`config.mk`:
```
export PLATFORM = sky130hd
export DESIGN_NAME = arcade_input_mapper
export DESIGN_NICKNAME = d
export VERILOG_FILES = /design/src/rtl/arcade_input_mapper.sv
export SDC_FILE = /design/constraint.sdc
export NUM_CORES = 1
export LEC_CHECK = 0
export CORE_MARGIN = 1.5
export CORE_UTILIZATION = 60
export CTS_CLUSTER_SIZE = 24
export DETAILED_ROUTE_END_ITERATION = 10
export PLACE_DENSITY = 0.8
export SLEW_MARGIN = 5
export SYNTH_ARGS = -nofsm -noshare
export SYNTH_HDL_FRONTEND = slang
export SYNTH_SLANG_ARGS = --single-unit
```
`constraint.sdc`:
```
create_clock -name clk_sys -period 26.2 [get_ports clk_sys]
set_input_delay 3.93 -clock clk_sys [delete_from_list [all_inputs] [get_ports clk_sys]]
set_output_delay 3.93 -clock clk_sys [all_outputs]
set_load 0.1 [all_outputs]
```
`src/rtl/arcade_input_mapper.sv`:
```
// Player-input front end: keymap-driven keyboard decode merged with joysticks,
// orientation remap of directions, and per-player timed coin pulses with optional auto-coin.
module arcade_input_mapper #(
   parameter int PLAYERS     = 2,
   parameter int BUTTONS     = 6,
   parameter int COIN_CYCLES = 110000,
   parameter int AUTO_COIN   = 1
) (
   input  logic                         clk_sys,
   input  logic                         reset,
   input  logic [10:0]                  ps2_key,
   input  logic [16*PLAYERS-1:0]        joy_in,
   input  logic                         joy_share,
   input  logic [1:0]                   rot,
   input  logic                         map_wr,
   input  logic [7:0]                   map_idx,
   input  logic [8:0]                   map_code,
   output logic [4*PLAYERS-1:0]         dir_out,
   output logic [BUTTONS*PLAYERS-1:0]   btn_out,
   output logic [PLAYERS-1:0]           start_out,
   output logic [PLAYERS-1:0]           coin_out
);
   localparam int FIELDS  = BUTTONS + 6;
   localparam int ENTRIES = PLAYERS * FIELDS;
   localparam int CW      = $clog2(COIN_CYCLES + 1);
   localparam logic [CW-1:0] CNT_LAST = CW'(COIN_CYCLES - 1);

   typedef enum logic [1:0] {S_IDLE, S_COIN, S_GAP, S_PASS} coin_state_t;

   // Start and coin sit after the buttons, so they are matched before the button slots.
   function automatic logic [8:0] default_code(input int p, input int f);
      logic [8:0] c;
      c = 9'h000;
      if (p == 0) begin
         if (f == BUTTONS + 4)      c = 9'h016;
         else if (f == BUTTONS + 5) c = 9'h02E;
         else begin
            case (f)
               0: c = 9'h174;
               1: c = 9'h16B;
               2: c = 9'h172;
               3: c = 9'h175;
               4: c = 9'h029;
               5: c = 9'h014;
               6: c = 9'h011;
               default: c = 9'h000;
            endcase
         end
      end else if (p == 1) begin
         if (f == BUTTONS + 4)      c = 9'h01E;
         else if (f == BUTTONS + 5) c = 9'h036;
         else begin
            case (f)
               0: c = 9'h034;
               1: c = 9'h023;
               2: c = 9'h02B;
               3: c = 9'h02D;
               4: c = 9'h01C;
               5: c = 9'h01B;
               default: c = 9'h000;
            endcase
         end
      end
      return c;
   endfunction

   logic               toggle_q;
   logic               key_event;
   logic [ENTRIES-1:0] key_state;

   assign key_event = ps2_key[10] ^ toggle_q;

   always_ff @(posedge clk_sys or posedge reset) begin
      if (reset) toggle_q <= 1'b0;
      else       toggle_q <= ps2_key[10];
   end

   // Keymap is matched against every entry in parallel, so each entry is its own register.
   for (genvar gi = 0; gi < ENTRIES; gi++) begin : g_entry
      logic [8:0] code_q;
      logic       hit_q;
      always_ff @(posedge clk_sys or posedge reset) begin
         if (reset) begin
            code_q <= default_code(gi / FIELDS, gi % FIELDS);
            hit_q  <= 1'b0;
         end else if (map_wr && map_idx == 8'(gi)) begin
            code_q <= map_code;
            hit_q  <= 1'b0;
         end else if (key_event && code_q != 9'h000 && code_q == ps2_key[8:0]) begin
            hit_q  <= ps2_key[9];
         end
      end
      assign key_state[gi] = hit_q;
   end

   logic [FIELDS-1:0] raw_own [PLAYERS];
   logic [FIELDS-1:0] raw_any;

   always_comb begin
      raw_any = '0;
      for (int p = 0; p < PLAYERS; p++) begin
         raw_own[p] = key_state[p*FIELDS +: FIELDS] | joy_in[p*16 +: FIELDS];
         raw_any    = raw_any | raw_own[p];
      end
   end

   for (genvar gi = 0; gi < PLAYERS; gi++) begin : g_player
      logic [FIELDS-1:0] raw;
      logic              raw_coin, raw_start;
      logic [3:0]        game_dir;
      logic              unused_joy;
      coin_state_t       state_q, state_d;
      logic [CW-1:0]     cnt_q, cnt_d;
      logic              src_q, src_d;
      logic              coin_prev_q, start_prev_q;
      logic              start_d;
      logic [3:0]        dir_q;
      logic [BUTTONS-1:0] btn_q;
      logic              start_q, coin_q;

      assign raw        = joy_share ? raw_any : raw_own[gi];
      assign raw_start  = raw[BUTTONS+4];
      assign raw_coin   = raw[BUTTONS+5];
      assign unused_joy = ^joy_in[gi*16+FIELDS +: 16-FIELDS];

      // Vectors are {U,D,L,R}; each game direction picks one physical direction.
      always_comb begin
         case (rot)
            2'd1:    game_dir = {raw[1], raw[0], raw[2], raw[3]};
            2'd2:    game_dir = {raw[0], raw[1], raw[3], raw[2]};
            2'd3:    game_dir = {raw[2], raw[3], raw[0], raw[1]};
            default: game_dir = raw[3:0];
         endcase
      end

      always_comb begin
         state_d = state_q;
         cnt_d   = cnt_q;
         src_d   = src_q;
         case (state_q)
            S_IDLE: begin
               if (raw_coin && !coin_prev_q) begin
                  state_d = S_COIN;
                  cnt_d   = '0;
                  src_d   = 1'b0;
               end else if (AUTO_COIN != 0 && raw_start && !start_prev_q) begin
                  state_d = S_COIN;
                  cnt_d   = '0;
                  src_d   = 1'b1;
               end
            end
            S_COIN: begin
               if (cnt_q == CNT_LAST) begin
                  state_d = S_GAP;
                  cnt_d   = '0;
               end else begin
                  cnt_d = cnt_q + CW'(1);
               end
            end
            S_GAP: begin
               if (cnt_q == CNT_LAST) begin
                  cnt_d   = '0;
                  state_d = (src_q && raw_start) ? S_PASS : S_IDLE;
               end else begin
                  cnt_d = cnt_q + CW'(1);
               end
            end
            S_PASS: begin
               if (!raw_start) state_d = S_IDLE;
            end
            default: state_d = S_IDLE;
         endcase
         start_d = 1'b0;
         if (state_d == S_PASS)                       start_d = raw_start;
         else if (state_d == S_IDLE && AUTO_COIN == 0) start_d = raw_start;
      end

      always_ff @(posedge clk_sys or posedge reset) begin
         if (reset) begin
            state_q      <= S_IDLE;
            cnt_q        <= '0;
            src_q        <= 1'b0;
            coin_prev_q  <= 1'b0;
            start_prev_q <= 1'b0;
            dir_q        <= '0;
            btn_q        <= '0;
            start_q      <= 1'b0;
            coin_q       <= 1'b0;
         end else begin
            state_q      <= state_d;
            cnt_q        <= cnt_d;
            src_q        <= src_d;
            coin_prev_q  <= raw_coin;
            start_prev_q <= raw_start;
            dir_q        <= game_dir;
            btn_q        <= raw[4 +: BUTTONS];
            start_q      <= start_d;
            coin_q       <= (state_d == S_COIN);
         end
      end

      assign dir_out[gi*4 +: 4]             = dir_q;
      assign btn_out[gi*BUTTONS +: BUTTONS] = btn_q;
      assign start_out[gi]                  = start_q;
      assign coin_out[gi]                   = coin_q;
   end
endmodule

```
==> results.py, run 1 <==
metrics = {
    "status": {
        "violations": "DRC",
        "outcome": "finished with violations",
    },
    "final_layout": {
        "antenna_cells": 0,
        "drive_gt1_frac": 0.2523,
        "stdcell_count": 1849,
        "syn2layout_area_growth_pct": 13.21,
        "finalInstanceArea_um2": 18200,
        "finish.net_count": 1565,
    },
    "timing": {
        "tns_ns": 0,
        "hold_viol": 0,
        "worst_pin_slew_ns": 1.210,
        "period_needed_ns": 6.478,
        "finalSetupViolCount": 0,
        "max_clock_freq_mhz": 154.4,
        "fin_ws_ns": 19.72,
        "skew_ns": 0.02252,
        "fin_crit_sh": 0.2472,
        "finalMaxSlewViolations": 0,
        "slew_headroom": 0.1848,
        "holdWs_ns": 0.5015,
        "rsz0062_at_grt": "no",
    },
    "critical_path": {
        "ff2ff_path_depth": 5,
        "reg2reg_to": "g_player[1].cnt_q[10]$_DFFE_PP0P_",
        "worstSetupPathType": "input port to flip-flop",
        "cp.arrival_ns": 6.87,
        "reg2reg_from": "g_player[1].cnt_q[6]$_DFFE_PP0P_",
        "start_kind": "input port",
        "reg2reg_slack_ns": 23.53,
        "worstSetupEndpointType": "flip-flop",
        "cp_data_required_time_ns": 26.60,
        "critPathMaxFanout": 26,
    },
    "floorplan": {
        "coreArea_um2": 26210,
        "die_w_um": 166.7,
        "io_pins": 90,
        "dieArea_um2": 27790,
        "die_h_um": 166.7,
        "rows": 59,
        "initial_utilization": 0.6135,
    },
    "power_and_ir_drop": {
        "p_leak_nw": 8.755,
        "internal-power_uw": 851.0,
        "p_comb_frac": 0.163,
        "ir_drop_mv": 0.04044,
        "power_density_nw_per_um2": 65.31,
        "p_clk_frac": 0.390,
        "p_seq_frac": 0.447,
        "power_switching_share": 0.2841,
        "p_sw_uw": 337.7,
    },
    "routing": {
        "drt-pass1-iter-count": 10,
        "routedWlPerCell_um": 21.70,
        "ant_nets": 0,
        "routed_via_density": 6.333,
        "wl_um": 40130,
        "dr_total_vias": 11710,
        "drt_iter0_drc": 1060,
        "route.detailed.drc": 9,
    },
    "yosys": {
        "synth_compound_area_frac": 0.05751,
        "synth_xor_area_frac": 0.1177,
        "netlist_top_cells_area": "dfrtp_1, mux2_2, xor2_1",
        "synth-simple-area-share": 0.1300,
        "synth-edff-count": 0,
        "synth_cells": 1429,
        "yosys_most_used_dff": "dfrtp_1",
        "yosysTopAreaCell": "dfrtp_1",
        "synth_top_cell_area_share": 0.3798,
        "ys_ff_latch": 309,
        "mappedNetlistArea_um2": 16080,
        "synthesis.nets": 1506,
        "synthArstFlopShare": 1.000,
        "synth.area.mux_share": 0.1781,
        "synth_cell_types": 61,
        "yosys.area_share.adder": 0.008560,
        "yosysSeqAreaShare": 0.4860,
        "ys_warn_count": 0,
        "synth_top_family_by_area": "multiplexers",
        "synth.avg_cell_area_um2": 11.25,
    },
    "global_route": {
        "grtUsageTotal": 0.2967,
        "grt_first_pass_wirelength_um": 64580,
        "grt_pass1_vias": 11965,
        "grt_max_degree": 115,
        "overflow": 0,
        "antenna_found_initial": 0,
    },
    "place": {
        "placed_area_um2": 17120,
        "port_buffers": 81,
        "hpwl_um": 23440,
        "place_worst_setup_slack_ns": 19.23,
        "dp_cells": 1787,
        "finalWeightedCongestion": 0.8896,
    },
    "cts": {
        "clockBufferDepth": 3,
        "ctsRootBufferMaster": "clkbuf_16",
        "cts_buffers": 34,
        "cts_tree": "yes",
        "htreeDepth": 2,
        "insertion_delay_ns": 0.53,
        "cts.sinks": 309,
        "ctsResizeCount": 0,
        "cts_hold_buf": 0,
        "post_cts_buffers": 0,
        "clk_pin_slew_ns": 0.06,
    },
    "job": {
        "cap_violations": 0,
    },
    "worst_hold_path": {
        "hold-path-cell-count": 2,
        "hold_path_startpoint": "g_entry[20].hit_q$_DFFE_PP0P_",
        "hold_class": "flip-flop to flip-flop",
        "hold_path_end": "g_player[1].btn_q[4]$_DFF_PP0_",
    },
}
## critical path, stage by stage
cell	delay (ns)
clkdlybuf4s50_1	1.06
o21ai_1	0.30
a21oi_1	0.43
o31ai_2	0.11
buf_4	0.21
nand2b_1	0.38
o41ai_1	0.44
## Yosys cell counts, drive strengths merged (5+ instances only)
master,n
a21o,8
inv,14
o31ai,12
xor2,212
and2,5
and3,7
clkbuf,64
o21ai,56
nand2,80
mux2,216
nor2,87
nand4,35
dfrtp,244
buf,12
nand2b,7
ha,11
or4,5
nand3,41
dfstp,65
mux4,8
a21oi,38
mux2i,25
nor4,82
nor3,31
## cell type report
| type | instances | area [um2] |
|---|---|---|
| well taps | 335 | 419.2 |
| clock buffers | 53 | 982.2 |
| fillers | 1808 | 8004 |
| repair buffers | 99 | 900.9 |
| inverters | 14 | 60.06 |
| multi-input cells | 1030 | 7930 |
| flip-flops and latches | 309 | 7814 |
| clock inverters | 9 | 96.34 |
## worst max-delay path by stage
stage	startpoint	endpoint	slack (ns)	depth (start not counted)
floorplan	reset	g_entry[0].code_q[0]$_DFFE_PP0P_	13.83	1
global placement	joy_share	g_player[1].cnt_q[5]$_DFFE_PP0P_	19.25	7
detailed placement	joy_share	g_player[1].cnt_q[5]$_DFFE_PP0P_	19.23	7
CTS	joy_share	g_player[1].cnt_q[5]$_DFFE_PP0P_	19.76	7
global route	joy_share	g_player[0].cnt_q[12]$_DFFE_PP0P_	19.41	7
finish	joy_share	g_player[1].cnt_q[5]$_DFFE_PP0P_	19.72	7
## kinds of logic after synthesis
family | after synthesis
xor+xnor | 216
compound gates | 149
buf+inv | 90
flops | 309
simple gates | 405
mux | 249
fa+ha+maj | 11
## metrics by stage
step                      total power [mW]  utilization
after floorplan                     0.6736            -
after global placement              0.7235       0.6534
after detailed placement            0.7293       0.6534
after CTS                            1.192       0.6946
after global routing                 1.234       0.6946
final                                1.189       0.6946
## placed cells by master, fill, tap and decap left out, drive strengths merged, types with 27 or more instances in the layout
cell type,instances
nor3,31
buf,27
clkdlybuf4s50,72
xor2,212
dfrtp,244
mux2,216
nand4,35
clkbuf,53
nand3,41
a21oi,38
nor4,82
nand2,80
o21ai,56
dfstp,65
nor2,87
## sequential cells by signal, indices dropped and copies added, names as in the netlist, 4 cells and up
signal	flops
g_player.btn_q	12
g_player.state_q	4
g_player.cnt_q	34
g_player.dir_q	8
g_entry.hit_q	24
g_entry.code_q	216
## per-layer routing
metal / wire length [um] / vias up / share of wire / track usage
met5: 0 / - / 0 / 0
met4: 1438 / 0 / 0.036 / 0.1257
met3: 2484 / 120 / 0.062 / 0.03802
met2: 19180 / 453 / 0.48 / 0.4878
met1: 17020 / 5867 / 0.42 / 0.3996
li1: - / 5270 / - / -
## power groups by stage
stage	Clock, mW	Combinational [mW]	Sequential [mW]
2_1_floorplan	0	0.122	0.552
3_3_place_gp	0	0.186	0.537
3_5_place_dp	0	0.191	0.539
4_1_cts	0.469	0.193	0.531
5_1_grt	0.489	0.210	0.535
6_report	0.464	0.193	0.532
No activity file was read; power rests on OpenSTA's default activity.
==> inputs of run 2 (changes only) <==
CORE_UTILIZATION = 55   (was 60)
PLACE_DENSITY = 0.77   (was 0.8)
clock period = 5.9 ns   (was 26.2 ns; I/O delays follow)
==> run 2 against run 1 <==
  * The run now ends clean
  * Non-clock buffer count fell by 1
  * Sequential power increased to 4.4 times the previous value
  * First-iteration DRC count down 26%
  * Critical endpoint unchanged
  * Cell area rose by 1.0%
  * Power rose to 4.6 times the previous value
  * Via count down 1.7%
  * Setup slack lost 17 ns
  * Largest cell class unchanged
  * Clock power rose to 4.9 times the previous value
  * Wire length down 1.2%
  * Clock skew down 0.016 ns
  * Sequential share of layout area shrank 0.43 points
==> results.py, run 2 (same netlist as run 1, synthesis figures left out) <==
metrics = {
    "status": {
        "outcome": "finished, final reports clean",
    },
    "critical_path": {
        "reg2reg_to": "g_player[1].cnt_q[8]$_DFFE_PP0P_",
        "cp_num_cells": 7,
        "critPathMaxFanout": 26,
        "worstPathCellList": "clkdlybuf4s50_1 > o21ai_1 > a21oi_1 > o31ai_2 > buf_4 > nand2b_1 > o41ai_1",
        "slowest_stage": "clkdlybuf4s50_1",
        "crit_family": "compound AO/OA/AOI/OAI gates",
        "ff2ff_path_depth": 5,
        "reg2reg_slack_ns": 3.22,
        "cp-endpoint": "g_player[1].cnt_q[5]$_DFFE_PP0P_",
        "cp.arrival_ns": 3.91,
        "max_stage_delay_ns": 1.06,
        "cp_data_required_time_ns": 6.30,
        "start_kind": "input port",
        "worst-path-buf-inv": 2,
        "reg2reg_from": "g_player[1].cnt_q[6]$_DFFE_PP0P_",
        "worstSetupPathType": "input port to flip-flop",
        "critPathLaunch": "joy_share",
        "worstSetupEndpointType": "flip-flop",
    },
    "final_layout": {
        "antenna_cells": 0,
        "top_register": "g_entry.code_q",
        "top_regs": "g_entry.code_q: 216 flops, g_player.cnt_q: 34 flops, g_entry.hit_q: 24 flops",
        "drive_gt1_frac": 0.2551,
        "nFillCells": 2158,
        "final_util": 0.6406,
        "finish.net_count": 1564,
        "layout_commonest_cell": "dfrtp_1",
        "largest_register_ffs": 216,
        "syn2layout_area_growth_pct": 14.36,
        "layout_common_cells": "dfrtp_1, mux2_2, xor2_1",
    },
    "power_and_ir_drop": {
        "power_switching_share": 0.2730,
        "p_comb_frac": 0.156,
        "p_clk_frac": 0.413,
        "p_seq_frac": 0.430,
        "internal-power_mw": 3.985,
        "p_sw_mw": 1.497,
        "ir_drop_mv": 0.1720,
        "p_total_mw": 5.482,
        "power_density_nw_per_um2": 298.2,
        "p_leak_nw": 8.815,
    },
    "cts": {
        "ctsResizeCount": 0,
        "cts_hold_buf": 0,
        "post_cts_buffers": 0,
        "cts_buffers": 34,
        "clockBufferDepth": 3,
        "cts_tree": "yes",
        "clk_pin_slew_ns": 0.06,
        "ctsRootBufferMaster": "clkbuf_16",
        "cts.sinks": 309,
        "insertion_delay_ns": 0.51,
        "htreeDepth": 2,
    },
    "timing": {
        "fin_crit_sh": 0.5950,
        "max_clock_freq_mhz": 284.9,
        "worst_pin_slew_ns": 1.261,
        "finalSetupViolCount": 0,
        "tns_ns": 0,
        "period_needed_ns": 3.510,
        "slew_headroom": 0.1558,
        "finalMaxSlewViolations": 0,
        "skew_ns": 0.006802,
        "rsz0062_at_grt": "no",
        "hold_viol": 0,
    },
    "worst_hold_path": {
        "hold_class": "flip-flop to flip-flop",
    },
    "floorplan": {
        "rows": 62,
        "coreArea_um2": 28700,
        "die_h_um": 174.0,
        "initial_utilization": 0.5602,
        "io_pins": 90,
        "die_w_um": 174.0,
        "dieArea_um2": 30270,
    },
    "global_route": {
        "grtUsageTotal": 0.2679,
        "grt_max_degree": 140,
        "antenna_found_initial": 1,
        "overflow": 0,
        "grt_first_pass_wirelength_um": 63580,
        "grt_pass1_vias": 11619,
    },
    "place": {
        "hpwl_um": 23420,
        "finalWeightedCongestion": 0.9285,
        "port_buffers": 81,
    },
    "routing": {
        "wl_um": 39660,
        "drt-pass1-iter-count": 5,
        "routedWlPerCell_um": 20.91,
        "drt_iter0_drc": 786,
        "route.detailed.drc": 0,
        "ant_nets": 0,
        "routed_via_density": 6.070,
        "dr_total_vias": 11514,
    },
    "job": {
        "cap_violations": 0,
    },
}
run 2: changes by cell type in the layout (fill, tap and decap cells not counted), moves of 2 or more:
cell       previous run  this run
buf_4                18        16
bufinv_16             1         5
clkbuf_1             13         8
clkbuf_16            34        37
clkbuf_8              6         3
clkinv_2              3         7
clkinv_4              2         0
run 2: layout make-up:
cell class                 instances  area, um2  share of cell area
clock buffer                      48      997.2             0.05424
multi-input combinational       1030       7930              0.4313
timing repair buffer              98      905.9             0.04927
tap                              384      480.5             0.02613
inverter                          14      56.30            0.003062
sequential                       309       7814              0.4250
clock inverter                    14      202.7             0.01102
run 2: tightest hold or removal path, stage by stage, from the launching register on:
cell and delay [ns]:
dfrtp_1 0.37, nor2_1 0.06, nand2_1 0.05
run 2: how the worst min path moves through the flow:
stage | depth (start not counted) | from | endpoint | slack (ns)
5_1_grt | 2 | g_entry[21].hit_q$_DFFE_PP0P_ | g_player[1].btn_q[5]$_DFF_PP0_ | 0.54
2_1_floorplan | 2 | g_entry[16].hit_q$_DFFE_PP0P_ | g_player[1].btn_q[0]$_DFF_PP0_ | 0.44
6_report | 2 | g_entry[8].hit_q$_DFFE_PP0P_ | g_player[0].btn_q[4]$_DFF_PP0_ | 0.50
3_5_place_dp | 2 | g_entry[21].hit_q$_DFFE_PP0P_ | g_player[1].btn_q[5]$_DFF_PP0_ | 0.48
4_1_cts | 2 | g_entry[21].hit_q$_DFFE_PP0P_ | g_player[1].btn_q[5]$_DFF_PP0_ | 0.50
3_3_place_gp | 2 | g_entry[20].hit_q$_DFFE_PP0P_ | g_player[1].btn_q[4]$_DFF_PP0_ | 0.47
run 2: per-layer routing:
| layer | GRT usage | part of all wire | vias up |
|---|---|---|---|
| met5 | 0 | 0.00025 | - |
| met2 | 0.4532 | 0.49 | 368 |
| met1 | 0.3516 | 0.42 | 5813 |
| li1 | - | - | 5235 |
| met4 | 0.09806 | 0.030 | 2 |
| met3 | 0.03893 | 0.055 | 96 |
run 2: power by group through the flow:
stage,clock [mW],combinational [mW],sequential (mW)
floorplan,0,0.540,2.45
global placement,0,0.825,2.38
detailed placement,0,0.847,2.39
CTS,2.29,0.855,2.36
global route,2.38,0.929,2.38
finish,2.27,0.855,2.36
run 2: through the flow:
stage	cell area [um2]	setup WS (ns)	hold WS, ns	cells
floorplan	16080	0.9551	0.4427	1429
global placement	17190	1.995	0.4730	1835
detailed placement	17190	1.877	0.4846	1835
CTS	18390	2.415	0.5002	1897
global route	18390	2.170	0.5387	1897
finish	18390	2.390	0.5033	1897
